===== src/rtl/fir_filter.sv =====
// Fully parallel direct-form FIR low-pass with a triangular (Bartlett) coefficient set.
// Three register stages: delay line, tap products, rounded/saturated sum.
module fir_filter #(
    parameter int ORDER      = 31,
    parameter int DATA_WIDTH = 8,
    parameter int COEF_WIDTH = 16
) (
    input  logic                         clk_i,
    input  logic                         rst_i,
    input  logic                         ena_i,
    input  logic signed [DATA_WIDTH-1:0] data_i,
    output logic signed [DATA_WIDTH-1:0] data_o
);

    localparam int N      = ORDER + 1;
    localparam int PROD_W = DATA_WIDTH + COEF_WIDTH;
    localparam int ACC_W  = PROD_W + $clog2(N);

    function automatic int weight(input int k);
        return (k + 1 < N - k) ? k + 1 : N - k;
    endfunction

    function automatic int weight_sum();
        int s;
        s = 0;
        for (int k = 0; k < N; k++) begin
            s += weight(k);
        end
        return s;
    endfunction

    localparam longint WSUM = longint'(weight_sum());
    localparam longint STEP = (longint'(1) << (COEF_WIDTH - 1)) / WSUM;

    function automatic logic signed [COEF_WIDTH-1:0] coef(input int k);
        return COEF_WIDTH'(longint'(weight(k)) * STEP);
    endfunction

    localparam logic signed [ACC_W:0]   RND  = (ACC_W + 1)'(longint'(1) << (COEF_WIDTH - 2));
    localparam logic signed [ACC_W-1:0] MAXV = ACC_W'((longint'(1) << (DATA_WIDTH - 1)) - 1);
    localparam logic signed [ACC_W-1:0] MINV = -MAXV - ACC_W'(1);

    // Round half up: bias by half an LSB of the output, then arithmetic shift.
    function automatic logic signed [ACC_W-1:0] round_acc(input logic signed [ACC_W-1:0] a);
        logic signed [ACC_W:0] t;
        t = (ACC_W + 1)'(a) + RND;
        t = t >>> (COEF_WIDTH - 1);
        return ACC_W'(t);
    endfunction

    function automatic logic signed [DATA_WIDTH-1:0] saturate(input logic signed [ACC_W-1:0] a);
        logic signed [ACC_W-1:0] c;
        if (a > MAXV) begin
            c = MAXV;
        end else if (a < MINV) begin
            c = MINV;
        end else begin
            c = a;
        end
        return DATA_WIDTH'(c);
    endfunction

    logic signed [DATA_WIDTH-1:0] x_p0   [N];
    logic signed [PROD_W-1:0]     prod_c [N];
    logic signed [PROD_W-1:0]     p_p1   [N];
    logic signed [ACC_W-1:0]      acc_c;

    for (genvar k = 0; k < N; k++) begin : g_tap
        localparam logic signed [COEF_WIDTH-1:0] H = coef(k);
        assign prod_c[k] = PROD_W'(x_p0[k]) * PROD_W'(H);
    end

    always_comb begin
        acc_c = '0;
        for (int k = 0; k < N; k++) begin
            acc_c = acc_c + ACC_W'(p_p1[k]);
        end
    end

    always_ff @(posedge clk_i) begin
        if (!rst_i) begin
            for (int k = 0; k < N; k++) begin
                x_p0[k] <= '0;
                p_p1[k] <= '0;
            end
            data_o <= '0;
        end else if (ena_i) begin
            // stage 0: delay line
            x_p0[0] <= data_i;
            for (int k = 1; k < N; k++) begin
                x_p0[k] <= x_p0[k-1];
            end
            // stage 1: tap products
            for (int k = 0; k < N; k++) begin
                p_p1[k] <= prod_c[k];
            end
            // stage 2: sum, round, saturate
            data_o <= saturate(round_acc(acc_c));
        end
    end

endmodule


===== config.mk =====
export PLATFORM = sky130hd
export DESIGN_NAME = fir_filter
export DESIGN_NICKNAME = d
export VERILOG_FILES = /design/src/rtl/fir_filter.sv
export SDC_FILE = /design/constraint.sdc
export NUM_CORES = 2
export LEC_CHECK = 0
export CORE_ASPECT_RATIO = 1.4
export CORE_MARGIN = 1
export CORE_UTILIZATION = 50
export DETAILED_ROUTE_END_ITERATION = 6
export PLACE_DENSITY = 0.63
export SYNTH_ARGS = -nofsm -noshare
export SYNTH_HDL_FRONTEND = slang
export SYNTH_SLANG_ARGS = --single-unit

===== constraint.sdc =====
create_clock -name clk_i -period 51.4 [get_ports clk_i]
set_input_delay 12.85 -clock clk_i [delete_from_list [all_inputs] [get_ports clk_i]]
set_output_delay 12.85 -clock clk_i [all_outputs]
set_load 0.05 [all_outputs]

==> impl_metrics.py <==
metrics = {
    "job": {
        "max-cap-violations": 0,
    },
    "clock_network": {
        "cts_sinks": 698,
        "htreeDepth": 3,
        "clk_pin_slew_ns": 0.06,
        "cts.path.max_buffers": 3,
        "cts_setup_buffers": 0,
        "cts_resized": 0,
        "cts_tree": "yes",
        "cts_buffers": 79,
        "holdBufCountCts": 0,
        "cts-root-buf": "clkbuf_16",
        "clock_latency_ns": 0.71,
    },
    "floorplanning": {
        "io_pins": 19,
        "die_w_um": 316.9,
        "core_um2": 137600,
        "rows": 161,
        "start_util": 0.5045,
        "dieHeight_um": 442.8,
        "die_area_um2": 140300,
    },
    "finish": {
        "fillers": 12021,
        "final_common_cell": "inv_1",
        "drive_gt1_frac": 0.02703,
        "final_cell_mix": "inv_1 (1701), ha_1 (1003), fa_1 (841)",
        "ff_latch_area_um2": 20880,
        "layout.nets": 8226,
        "area_growth_pct": 7.137,
        "final_cell_area_um2": 74360,
        "multiInputGateArea_um2": 41770,
    },
    "detailed_routing": {
        "via_per_inst": 5.113,
        "met2WireLength_mm": 88.96,
        "route.detailed.drc": 0,
        "dr.pass1.iters": 5,
        "wl_met3_mm": 4.113,
        "drtAntennaViolNets": 0,
        "num_vias": 42084,
        "met1_length_mm": 61.64,
        "highest_layer": "met4",
        "drt-total-wl_mm": 164.8,
        "post_drt_wl_per_cell_um": 20.02,
        "drtIter0Drc": 1908,
    },
    "sta": {
        "finalCriticalPeriod_ns": 17.03,
        "slew_violations": 0,
        "rsz0062_at_grt": "false",
        "final_hold_viol_count": 0,
        "relSlewSlack": 0.2631,
        "finalCritPeriodShare": 0.3313,
        "timing.fmax_ghz": 0.05872,
        "setup_tns_ns": 0,
        "layout_setup_ws_ns": 34.37,
        "clock_skew_ns": 0.02970,
        "setup_viol_count_final": 0,
        "worst_slew_pin_slew_ns": 1.105,
    },
    "setup_path": {
        "cp.required_ns": 51.72,
        "end_kind": "flip-flop",
        "arrival_ns": 17.35,
        "startpoint_type": "input pin",
        "cp_common_cell": "buf_4",
        "crit_path_max_fanout": 167,
        "cp_cell_sequence": "clkbuf_8, inv_6, nor2_1, inv_8, buf_4, buf_12, buf_4",
        "cp_slowest_cell": "buf_4",
        "slowest_delay_ns": 0.88,
        "critical_path_class": "input pin to flip-flop",
    },
    "yosys": {
        "netlist-cell-type-count": 67,
        "synthCells": 6354,
        "synth-seq-area-share": 0.3008,
        "syn_nets": 8209,
        "synth_flop_cell": "edfxtp_1",
        "synth_edf_count": 690,
        "synth.avg_cell_area_um2": 10.92,
        "synth_seq_cells": 698,
        "syn_area_um2": 69410,
        "synth-warning-count": 0,
        "async_flop_share": 0,
    },
    "min_path": {
        "hold_path.class": "flip-flop to flip-flop",
    },
    "global_route": {
        "grt_pass1_wl_mm": 258.5,
        "grt_antenna_before_repair": 0,
        "overflow": 0,
        "grt_pass1_vias": 45560,
        "grt_max_degree": 183,
        "track_usage": 0.2468,
    },
    "placed_design": {
        "dp_slack_ns": 33.62,
        "dpl_cell_area_um2": 71610,
        "gp_congestion": 0.9452,
        "place.port_buffers": 18,
        "dp_hpwl_mm": 134.5,
    },
    "outcome": {
        "status": "complete, no violations",
    },
}
-- logic make-up (layout without fill, tap and decap cells) --
kind of cell / after synthesis / after routing / synth area share
muxes: 31 / 31 / 0.004687
DFF: 698 / 698 / 0.3008
other: 0 / 1 / 0
AOI/OAI and AO/OA: 599 / 599 / 0.05506
adders and majority gates: 1844 / 1844 / 0.4234
and+or+nand+nor: 978 / 978 / 0.06649
buffers and inverters: 1799 / 1882 / 0.09742
xor gates and xnor gates: 405 / 405 / 0.05212
-- critical path, delay by kind of cell --
kind,cells,cell delay (ns)
simple gates,1,0.34
buf+inv,6,3.62
-- state kept, by name, summed over array words and instances (netlist names) --
| name | cells |
|---|---|
| data_o | 8 |
| x_p0 | 235 |
| p_p1 | 455 |
-- layout make-up --
cell class,count,share of cell area
clock buffer,88,0.02704
timing repair buffer,32,0.004190
multi-input combinational,3857,0.5618
inverter,1703,0.08613
tap,1793,0.03017
clock inverter,59,0.009877
antenna,1,0.00003365
sequential,698,0.2808
-- cells in the mapped netlist (5+ instances only) --
cell type / instances / area share
nor3_1: 28 / 0.0020
o21ai_0: 75 / 0.0054
and2_1: 129 / 0.012
nand2_1: 124 / 0.0067
nor3b_1: 5 / 0.00054
nor2b_1: 11 / 0.00099
inv_1: 1703 / 0.092
mux2_2: 12 / 0.0019
a31o_2: 5 / 0.00063
o21a_1: 9 / 0.00097
edfxtp_1: 690 / 0.30
nand2b_1: 8 / 0.00072
clkbuf_1: 92 / 0.0050
o211ai_1: 7 / 0.00076
a41oi_1: 10 / 0.0013
fa_1: 841 / 0.24
mux2i_1: 19 / 0.0027
and3_1: 152 / 0.014
o21bai_1: 104 / 0.011
o31a_1: 9 / 0.0011
or2_2: 10 / 0.00090
ha_1: 1003 / 0.18
o41ai_1: 5 / 0.00063
dfxtp_1: 8 / 0.0023
a21oi_1: 229 / 0.017
nor2_1: 469 / 0.025
a31oi_1: 14 / 0.0013
xor2_1: 122 / 0.015
a21o_1: 99 / 0.011
nand3_1: 19 / 0.0014
xnor2_1: 278 / 0.035
-- metrics by stage --
stage,hold WS (ns),cells,util
4_1_cts,0.5043,8230,0.5404
3_5_place_dp,0.4797,8083,0.5205
3_3_place_gp,0.4721,8083,0.5205
2_1_floorplan,0.5666,6354,-
6_report,0.4985,8231,0.5405
5_1_grt,0.5350,8230,0.5404
-- layer usage --
metal | up-vias | global-route usage
met1 | 21187 | 0.2744
met5 | - | 0
met4 | 0 | 0.1354
met2 | 567 | 0.4580
li1 | 20065 | -
met3 | 265 | 0.02111
-- path summary, 6_finish.rpt --
| kind | start | to | slack (ns) | cells after the start |
|---|---|---|---|---|
| setup / recovery | rst_i | p_p1[0][55] | 34.37 | 7 |
| hold / removal | data_o[1] | data_o[1] | 0.50 | 2 |
| setup reg to reg | p_p1[0][272] | data_o[4] | 43.15 | 22 |
| hold reg to reg | data_o[1] | data_o[1] | 0.50 | 2 |
Power is left out: the tool's default activity adds up to more than one toggle a clock period on the data nets, which glitch-free logic cannot reach.
